File: config.mk
export PLATFORM = sky130hd
export DESIGN_NAME = pe_stream_packer_flat
export DESIGN_NICKNAME = d
export VERILOG_FILES = /design/src/rtl/pe_pkg.sv /design/src/rtl/pe_stream_packer_if.sv /design/src/rtl/pe_mac_acc.sv /design/src/rtl/pe_stream_packer.sv /design/src/flat_wrapper.sv
export SDC_FILE = /design/constraint.sdc
export NUM_CORES = 2
export LEC_CHECK = 0
export CORE_MARGIN = 5
export CORE_UTILIZATION = 25
export DETAILED_ROUTE_END_ITERATION = 8
export SYNTH_ARGS = -nofsm -noshare
export SYNTH_HDL_FRONTEND = slang
export SYNTH_SLANG_ARGS = --single-unit
File: constraint.sdc
create_clock -name clk -period 6.2 [get_ports clk]
set_input_delay 1.86 -clock clk [delete_from_list [all_inputs] [get_ports clk]]
set_output_delay 1.86 -clock clk [all_outputs]
set_load 0.1 [all_outputs]
File: src/rtl/pe_pkg.sv
// Shared types and defaults for the pe_stream_packer slice.
// Saturating narrowing is enabled by defining PE_SATURATE_EN.
package pe_pkg;

  typedef enum logic [1:0] {
    ST_ACC,
    ST_COMMIT,
    ST_STORE
  } pe_state_e;

  localparam int PE_DATA_W    = 8;
  localparam int PE_ACC_W     = 24;
  localparam int PE_OUT_W     = 8;
  localparam int PE_SHIFT     = 0;
  localparam int PE_PACK      = 4;
  localparam int PE_MEM_DEPTH = 128;

  // Clamp a signed value into the range of a w-bit signed word.
  function automatic logic signed [63:0] sat_clamp(
    input logic signed [63:0] v,
    input int unsigned        w
  );
    logic signed [63:0] hi;
    logic signed [63:0] lo;
    hi = (64'sd1 <<< (w - 1)) - 64'sd1;
    lo = -hi - 64'sd1;
    if (v > hi) return hi;
    if (v < lo) return lo;
    return v;
  endfunction

endpackage

File: src/rtl/pe_stream_packer_if.sv
// Beat stream, flush, read port and status of pe_stream_packer.
// master = controller side, slave = the packer itself.
interface pe_stream_packer_if
  import pe_pkg::*;
#(
  parameter int DATA_W = PE_DATA_W,
  parameter int OUT_W  = PE_OUT_W,
  parameter int PACK   = PE_PACK,
  parameter int ADR_W  = $clog2(PE_MEM_DEPTH)
);

  logic                    in_valid;
  logic                    in_ready;
  logic [DATA_W-1:0]       in_pixel;
  logic [DATA_W-1:0]       in_weight;
  logic                    in_last;
  logic                    flush;
  logic                    rd_en;
  logic [ADR_W-1:0]        rd_adr;
  logic [PACK*OUT_W-1:0]   rd_data;
  logic [ADR_W:0]          lines;
  logic                    full;
  logic                    overflow;

  modport master (
    output in_valid, in_pixel, in_weight, in_last,
    output flush, rd_en, rd_adr,
    input  in_ready, rd_data, lines, full, overflow
  );

  modport slave (
    input  in_valid, in_pixel, in_weight, in_last,
    input  flush, rd_en, rd_adr,
    output in_ready, rd_data, lines, full, overflow
  );

endinterface

File: src/rtl/pe_mac_acc.sv
// Signed multiply-accumulate with clear and enable.
// Products are sign-extended and the sum wraps modulo 2^ACC_W.
module pe_mac_acc
  import pe_pkg::*;
#(
  parameter int DATA_W = PE_DATA_W,
  parameter int ACC_W  = PE_ACC_W
) (
  input  logic                     clk,
  input  logic                     rst,
  input  logic                     i_en,
  input  logic                     i_clr,
  input  logic signed [DATA_W-1:0] i_a,
  input  logic signed [DATA_W-1:0] i_b,
  output logic signed [ACC_W-1:0]  o_acc
);

  logic signed [2*DATA_W-1:0] w_prod;
  logic signed [ACC_W-1:0]    r_acc;

  assign w_prod = i_a * i_b;

  always_ff @(posedge clk) begin
    if (rst) begin
      r_acc <= '0;
    end else if (i_clr) begin
      r_acc <= '0;
    end else if (i_en) begin
      r_acc <= r_acc + ACC_W'(w_prod);
    end
  end

  assign o_acc = r_acc;

endmodule

File: src/rtl/pe_stream_packer.sv
// MAC processing element packing PACK results per line into a result memory.
// Define PE_SATURATE_EN to clamp results instead of wrapping.
module pe_stream_packer
  import pe_pkg::*;
#(
  parameter int DATA_W    = PE_DATA_W,
  parameter int ACC_W     = PE_ACC_W,
  parameter int OUT_W     = PE_OUT_W,
  parameter int SHIFT     = PE_SHIFT,
  parameter int PACK      = PE_PACK,
  parameter int MEM_DEPTH = PE_MEM_DEPTH
) (
  input logic               clk,
  input logic               rst,
  pe_stream_packer_if.slave s
);

  localparam int ADR_W  = $clog2(MEM_DEPTH);
  localparam int LW     = (PACK > 1) ? $clog2(PACK) : 1;
  localparam int LINE_W = PACK * OUT_W;

  pe_state_e         r_state;
  logic              r_ready;
  logic [LW-1:0]     r_idx;
  logic [LINE_W-1:0] r_line;
  logic [ADR_W:0]    r_lines;
  logic              r_ovf;
  logic              r_fpend;
  logic [LINE_W-1:0] r_rd;
  logic [LINE_W-1:0] r_mem [MEM_DEPTH];

  logic                    w_fire;
  logic                    w_full;
  logic                    w_wr;
  logic                    w_lane_end;
  logic signed [ACC_W-1:0] w_acc;
  logic signed [ACC_W-1:0] w_shr;
  logic [OUT_W-1:0]        w_res;

  assign w_fire     = s.in_valid & r_ready;
  assign w_full     = (r_lines == (ADR_W+1)'(MEM_DEPTH));
  assign w_wr       = (r_state == ST_STORE) & ~w_full;
  assign w_lane_end = (r_idx == LW'(PACK - 1));

  pe_mac_acc #(
    .DATA_W (DATA_W),
    .ACC_W  (ACC_W)
  ) u_mac (
    .clk   (clk),
    .rst   (rst),
    .i_en  (w_fire),
    .i_clr (r_state == ST_COMMIT),
    .i_a   (s.in_pixel),
    .i_b   (s.in_weight),
    .o_acc (w_acc)
  );

  assign w_shr = w_acc >>> SHIFT;

`ifdef PE_SATURATE_EN
  assign w_res = OUT_W'(sat_clamp(64'(w_shr), OUT_W));
`else
  assign w_res = OUT_W'(w_shr);
`endif

  always_ff @(posedge clk) begin
    if (rst) begin
      r_state <= ST_ACC;
      r_ready <= 1'b1;
      r_idx   <= '0;
      r_line  <= '0;
      r_lines <= '0;
      r_ovf   <= 1'b0;
      r_fpend <= 1'b0;
    end else begin
      unique case (r_state)
        ST_ACC: begin
          if (w_fire && s.in_last) begin
            r_state <= ST_COMMIT;
            r_ready <= 1'b0;
            r_fpend <= s.flush;
          end else if (s.flush && r_idx != '0) begin
            // a beat taken this cycle stays in acc for the next result
            r_state <= ST_STORE;
            r_ready <= 1'b0;
          end
        end
        ST_COMMIT: begin
          r_line[r_idx*OUT_W +: OUT_W] <= w_res;
          r_idx   <= r_idx + 1'b1;
          r_fpend <= 1'b0;
          if (w_lane_end || r_fpend || s.flush) begin
            r_state <= ST_STORE;
            r_ready <= 1'b0;
          end else begin
            r_state <= ST_ACC;
            r_ready <= 1'b1;
          end
        end
        ST_STORE: begin
          if (!w_full) r_lines <= r_lines + 1'b1;
          else         r_ovf   <= 1'b1;
          r_line  <= '0;
          r_idx   <= '0;
          r_fpend <= 1'b0;
          r_state <= ST_ACC;
          r_ready <= 1'b1;
        end
        default: begin
          r_state <= ST_ACC;
          r_ready <= 1'b1;
        end
      endcase
    end
  end

  // Memory is not reset; the read sees pre-write contents on a collision.
  always_ff @(posedge clk) begin
    if (w_wr) r_mem[r_lines[ADR_W-1:0]] <= r_line;
  end

  always_ff @(posedge clk) begin
    if (rst) begin
      r_rd <= '0;
    end else if (s.rd_en) begin
      r_rd <= r_mem[s.rd_adr];
    end
  end

  assign s.in_ready = r_ready;
  assign s.rd_data  = r_rd;
  assign s.lines    = r_lines;
  assign s.full     = w_full;
  assign s.overflow = r_ovf;

endmodule

File: src/flat_wrapper.sv
// flat-port wrapper written by rule: the top's interface ports become plain ports
module pe_stream_packer_flat import pe_pkg::*;
#(
  parameter int DATA_W    = PE_DATA_W,
  parameter int ACC_W     = PE_ACC_W,
  parameter int OUT_W     = PE_OUT_W,
  parameter int SHIFT     = PE_SHIFT,
  parameter int PACK      = PE_PACK,
  parameter int MEM_DEPTH = PE_MEM_DEPTH
)
  (clk, rst, s_in_valid, s_in_pixel, s_in_weight, s_in_last, s_flush, s_rd_en, s_rd_adr, s_in_ready, s_rd_data, s_lines, s_full, s_overflow);
  pe_stream_packer_if #(.DATA_W(DATA_W), .OUT_W(OUT_W), .PACK(PACK), .ADR_W(7)) s_i ();
  input logic clk;
  input logic rst;
  input wire logic [$bits(s_i.in_valid)-1:0] s_in_valid;
  input wire logic [$bits(s_i.in_pixel)-1:0] s_in_pixel;
  input wire logic [$bits(s_i.in_weight)-1:0] s_in_weight;
  input wire logic [$bits(s_i.in_last)-1:0] s_in_last;
  input wire logic [$bits(s_i.flush)-1:0] s_flush;
  input wire logic [$bits(s_i.rd_en)-1:0] s_rd_en;
  input wire logic [$bits(s_i.rd_adr)-1:0] s_rd_adr;
  output wire logic [$bits(s_i.in_ready)-1:0] s_in_ready;
  output wire logic [$bits(s_i.rd_data)-1:0] s_rd_data;
  output wire logic [$bits(s_i.lines)-1:0] s_lines;
  output wire logic [$bits(s_i.full)-1:0] s_full;
  output wire logic [$bits(s_i.overflow)-1:0] s_overflow;
  assign s_i.in_valid = s_in_valid;
  assign s_i.in_pixel = s_in_pixel;
  assign s_i.in_weight = s_in_weight;
  assign s_i.in_last = s_in_last;
  assign s_i.flush = s_flush;
  assign s_i.rd_en = s_rd_en;
  assign s_i.rd_adr = s_rd_adr;
  assign s_in_ready = s_i.in_ready;
  assign s_rd_data = s_i.rd_data;
  assign s_lines = s_i.lines;
  assign s_full = s_i.full;
  assign s_overflow = s_i.overflow;
  pe_stream_packer #(.DATA_W(DATA_W), .ACC_W(ACC_W), .OUT_W(OUT_W), .SHIFT(SHIFT), .PACK(PACK), .MEM_DEPTH(MEM_DEPTH)) u_core (.clk(clk), .rst(rst), .s(s_i));
endmodule
# == Word level (Yosys, flattened, before mapping) ==
# Memories as Yosys holds them, arrays and structs flattened. A register that Yosys moved wholly into a read port is not among the register bits.
# Cells that the tools add are included.
# word_totals
regBits,71
ramBits,4096
in_bits,29
output_inout_bits,43
n_memories,1
# classes
n_addsub,4
mul,1
n_eq_ne,6
n_shift,2
mux,15
bitwise_logic,3
n_reduce_logical,13
# mem_list
name,depth,word_bits,read_ports,rd_clocked_by_memory_dff,write_ports,line,rtl
u_core.r_mem,128,32,1,1,1,pe_stream_packer.sv:30,logic [LINE_W-1:0] r_mem [MEM_DEPTH];
# ops
operator,count
$pmux W32 S2,1
$neg A5 Y34,1
$shift A8 B34 Y32 const A,1
$shiftx A8 B34 Y32,1
$bwmux W32,1
$add A24 B16 Y24,1
$mul A8 B8 Y16,1
$add A8 B1 Y8 const B,1
$eq A8 B8 Y1 const B,1
$pmux W2 S2,2
$mux W1,6
$mux W2,3
$reduce_and A2 Y1,3
$reduce_bool A2 Y1,3
$eq A2 B2 Y1 const B,2
$pmux W1 S2,2
$reduce_or A2 Y1,2
$ne A3 B1 Y1 const B,1
$add A2 B1 Y2 const B,1
$and A1 B1 Y1,2
$eq A2 B1 Y1 const B,1
$logic_and A1 B1 Y1,2
$logic_not A2 Y1,1
$logic_or A1 B1 Y1,2
2 further kinds,2

# == Depth between registers and ports, before layout ==
# logic_depth
ltp_word,5
mapped_depth,17

# == Hierarchy ==
# From an unflattened synthesis, not the netlist that was laid out.
# unflattened
cells_unflattened,7596
area_unflattened_um2,164888.1
# by_module_without_submodules
module,n_inst,cells_each,area_each_um2,seq_area_each_um2
pe_stream_packer,1,7111,159977.2,124579.5
pe_mac_acc,1,485,4911.0,480.5

# == Worst setup path before layout ==
# Ideal clock, no wire load.
# synth_timing
kind,input to register
from,input port s_in_weight[0]
to,register u_core.u_mac.r_acc[7] (netlist: u_core.u_mac.o_acc[7])
setup_time_ns,0.125
arrival_time_ns,5.431
t_required_ns,6.075
slack_ns,0.645
cell_stages,16
path_buffers,1
path_cell_list,clkbuf_1 > nand2_1 > fa_1 > inv_1 > fa_1 > inv_1 > fa_1 > inv_1 > fa_1 > ha_1 > ha_1 > a21oi_1 > xnor2_1 > xnor3_1 > nand2_1 > a21oi_1
# synth_between
elab_chain_len,2
# synth_lines
item,line,rtl
start: declaration,flat_wrapper.sv:17,input wire logic [$bits(s_i.in_weight)-1:0] s_in_weight;
$mul A8 B8 Y16,pe_mac_acc.sv:21,assign w_prod = i_a * i_b;
$add A24 B16 Y24,pe_mac_acc.sv:29,r_acc <= r_acc + ACC_W'(w_prod);
end signal: assignment,pe_mac_acc.sv:29,
end: declaration,pe_mac_acc.sv:19,logic signed [ACC_W-1:0] r_acc;
# Every way passes these cells.
# A chain may end at the register's enable or synchronous reset.

# == Worst setup path after layout ==
# layout_timing
from,register u_core.r_lines[6] (netlist: u_core.s.lines[6])
to,output port s_full
# layout_between
elab_chain_len,1
# layout_lines
item,line,rtl
start: declaration,pe_stream_packer.sv:26,logic [ADR_W:0] r_lines;
start signal: assignment,pe_stream_packer.sv:101,if (!w_full) r_lines <= r_lines + 1'b1;
$eq A8 B8 Y1,pe_stream_packer.sv:41,assign w_full = (r_lines == (ADR_W+1)'(MEM_DEPTH));
end: declaration,flat_wrapper.sv:25,output wire logic [$bits(s_i.full)-1:0] s_full;
# Every way passes these cells.

==> impl_metrics.json <==
{
  "r2r_slack_ns": 1.30,
  "critPathCaptureType": "output port",
  "hpwlAfterDp_um": 275000,
  "yosysSeqAreaShare_pct": 77.4,
  "grt_use_total_pct": 13.5,
  "slew_viol_final": 0,
  "drt-total-wl_um": 461000,
  "crit-reg2reg-launch": "u_core.s.lines[6]$_SDFFE_PP0P_",
  "drtIter0Drc": 12151,
  "required_ns": 4.34,
  "ys_warn_count": 0,
  "fp.dieArea_um2": 661000,
  "syn_to_final_growth_pct": 17.1,
  "drtAntennaViolNets": 0,
  "critical_path.max_fanout": 13,
  "boundaryPins": 72,
  "grt_pass1_vias": 78469,
  "routed_via_density": 4.79,
  "slew_headroom_pct": 10.4,
  "syn_area_per_cell_um2": 22.2,
  "overflow": 0,
  "initial_core_util_pct": 25.0,
  "final-hold-violation-count": 0,
  "multiInputGateArea_um2": 35000,
  "fin_crit_ns": 5.67,
  "clock_latency_ns": 0.99,
  "place.gp.congestion": 0.832,
  "min_from": "u_core.s.overflow$_SDFFE_PP0P_",
  "synth_area_leader_cell": "edfxtp_1",
  "arrival_ns": 3.81,
  "synthArstFlopShare_pct": 0,
  "finalWorstSetupSlack_ns": 0.526,
  "clock_sinks": 4183,
  "finalSetupViolations": 0,
  "cts-buffers-inserted": 425,
  "chipWidth_um": 813,
  "setup_tns_ns": 0,
  "drive_above_1_share_pct": 27.8,
  "root_buffer": "clkbuf_16",
  "fin_crit_sh_pct": 91.5,
  "grt_pass1_wl_um": 639000,
  "fmax_ghz": 0.176,
  "hold_class": "register to register",
  "synth.most_common_cell": "edfxtp_1",
  "leakagePower_nw": 58.8,
  "rows": 295,
  "postCtsHoldBufs": 0,
  "synth_top_area_share_pct": 76.3,
  "r2r_end": "u_core.r_mem[48][17]$_DFFE_PP_",
  "synth_area_leaders": "edfxtp_1 (76%), mux4_2 (14%), mux2i_1 (1.7%), dfxtp_1 (1.1%), nor2_1 (0.53%)",
  "grt_max_degree": 93,
  "start_kind": "register",
  "htreeDepth": 5,
  "synth_cell_types": 62,
  "tightest_slew_ns": 1.33,
  "port_buffers": 71,
  "antenna_found_initial": 29,
  "vias": 80234,
  "clockBufferDepth": 4,
  "num-fill-cells": 62118,
  "cap_violations": 0,
  "ys_top_cells_by_count": "edfxtp_1 (4,096), mux4_2 (1,018), mux2i_1 (270)",
  "register_area_um2": 125000,
  "syn_nets": 7336,
  "hold_depth": 2,
  "wl_per_cell_um": 27.5,
  "ys_seq_elements": 4183,
  "drcViolationCount": 0,
  "core-area_um2": 644000,
  "rr_worst_depth": 8,
  "ir_drop_mv": 0.240,
  "synth_flop_cell": "edfxtp_1",
  "worstHoldEndpoint": "u_core.s.overflow$_SDFFE_PP0P_",
  "clk_pin_slew_worst_paths_ns": 0.06,
  "powerDensity_nw_per_um2": 320,
  "post-cts-setup-buffers": 0,
  "die_y_um": 813,
  "nNetsFinal": 7831,
  "synth_edf_count": 4096,
  "dp_slack_ns": 0.178,
  "grt_setup_unrepaired": "no",
  "cts_resized": 0,
  "cts_tree": "yes",
  "path_class": "register to output port",
  "fin_skew_ns": 0.0621,
  "outcome": "completed",
  "firstDrtPassIters": 6,
  "synthesis.area_um2": 161000,
  "synthCells": 7260
}
==> layout make-up <==
type	count	share of cell area (%)
multi-input combinational	2625	18.5
antenna	5	0.00663
clock buffer	532	5.98
tap	8613	5.71
inverter	44	0.0941
sequential	4183	66.1
clock inverter	255	1.31
timing repair buffer	476	2.27
==> registers in the layout (all words and copies together), names as in the netlist <==
register,flops
u_core.s.in_ready,1
u_core.s.overflow,1
u_core.r_state,2
u_core.u_mac.o_acc,8
u_core.s.rd_data,32
u_core.r_line,32
u_core.r_idx,2
u_core.r_fpend,1
u_core.r_mem,4096
u_core.s.lines,8
==> report_power, final <==
| part | leakage, nW | switching, W | internal (W) |
|---|---|---|---|
| sequential | 38.7 | 0.000288 | 0.0309 |
| clock | 6.72 | 0.0109 | 0.0146 |
| combinational | 13.4 | 0.00231 | 0.00133 |
==> critical path, stage by stage, from the launching register on <==
cell	delay (ns)
dfxtp_1	0.52
or4_1	0.94
or3_1	0.57
inv_1	0.37
buf_4	0.42
==> layer usage <==
metal  vias to the layer above  routed length [um]  part of all wire [%]  global-route usage (%)
met2                      4388              213000                    46                    21.0
met1                     43384              184000                    40                    18.9
li1                      31793                   -                     -                       -
met3                       661               50200                    11                    3.18
met4                         8               13500                   2.9                    3.54
met5                         -                  54                 0.012                       0
==> worst max-delay path by stage <==
stage,startpoint,to,slack (ns),depth (start not counted)
final,u_core.s.lines[6]$_SDFFE_PP0P_,s_full,0.53,4
after detailed placement,s_in_pixel[5],u_core.u_mac.o_acc[7]$_SDFFE_PP0P_,0.18,16
after floorplan,s_in_weight[0],u_core.u_mac.o_acc[7]$_SDFFE_PP0P_,0.64,16
after global placement,s_in_pixel[6],u_core.u_mac.o_acc[7]$_SDFFE_PP0P_,0.07,16
after CTS,u_core.s.lines[6]$_SDFFE_PP0P_,s_full,0.40,4
after global routing,u_core.s.lines[6]$_SDFFE_PP0P_,s_full,0.38,4
==> stage by stage <==
| stage | utilization, % | hold WS (ns) | total power, W | instance area [um^2] | std cells |
|---|---|---|---|---|---|
| after floorplan | - | 0.454 | 0.0339 | 161000 | 7260 |
| after global placement | 27.2 | 0.459 | 0.0355 | 175000 | 15941 |
| after detailed placement | 27.2 | 0.464 | 0.0355 | 175000 | 15941 |
| after CTS | 29.3 | 0.478 | 0.0607 | 189000 | 16728 |
| after global routing | 29.3 | 0.510 | 0.0621 | 189000 | 16728 |
| final | 29.3 | 0.473 | 0.0603 | 189000 | 16733 |
==> cell usage in the layout, fill, tap and decap left out, drive strengths merged, types with 10 or more instances in the layout <==
cell type      netlist  routed
nand3               45      45
edfxtp            4096    4096
clkinv               2     181
clkdlybuf4s50        0      51
ha                  29      29
a22o                24      24
o22ai               96      96
xnor2               10      10
clkbuf             138     534
a22oi               76      76
mux2i              270     270
a21oi               53      53
a211oi              75      75
a311oi              26      26
fa                  18      18
nand2b              15      15
o31ai               21      21
o21ai               52      52
mux4              1018    1018
nor2b               52      52
nor2               226     226
nand4               10      10
inv                 42      61
a31oi               16      16
and3                19      19
bufinv               0      41
and2                32      32
nor3                46      46
o221ai              49      49
buf                270     423
nand2              210     210
dfxtp               87      87
clkinvlp             0      16
a221oi              20      20
or3                 12      12
==> logic make-up (layout without fill, tap and decap cells) <==
family	after synthesis	after routing	synth area share, %
DFF	4183	4183	77.4
muxes	1297	1297	16.0
and+or+nand+nor	688	688	1.93
AOI/OAI and AO/OA	571	571	2.55
buffers and inverters	452	1307	1.62
adders and majority gates	47	47	0.448
xor gates and xnor gates	22	22	0.145
other	0	5	0
(Power assumes the default switching activity.)
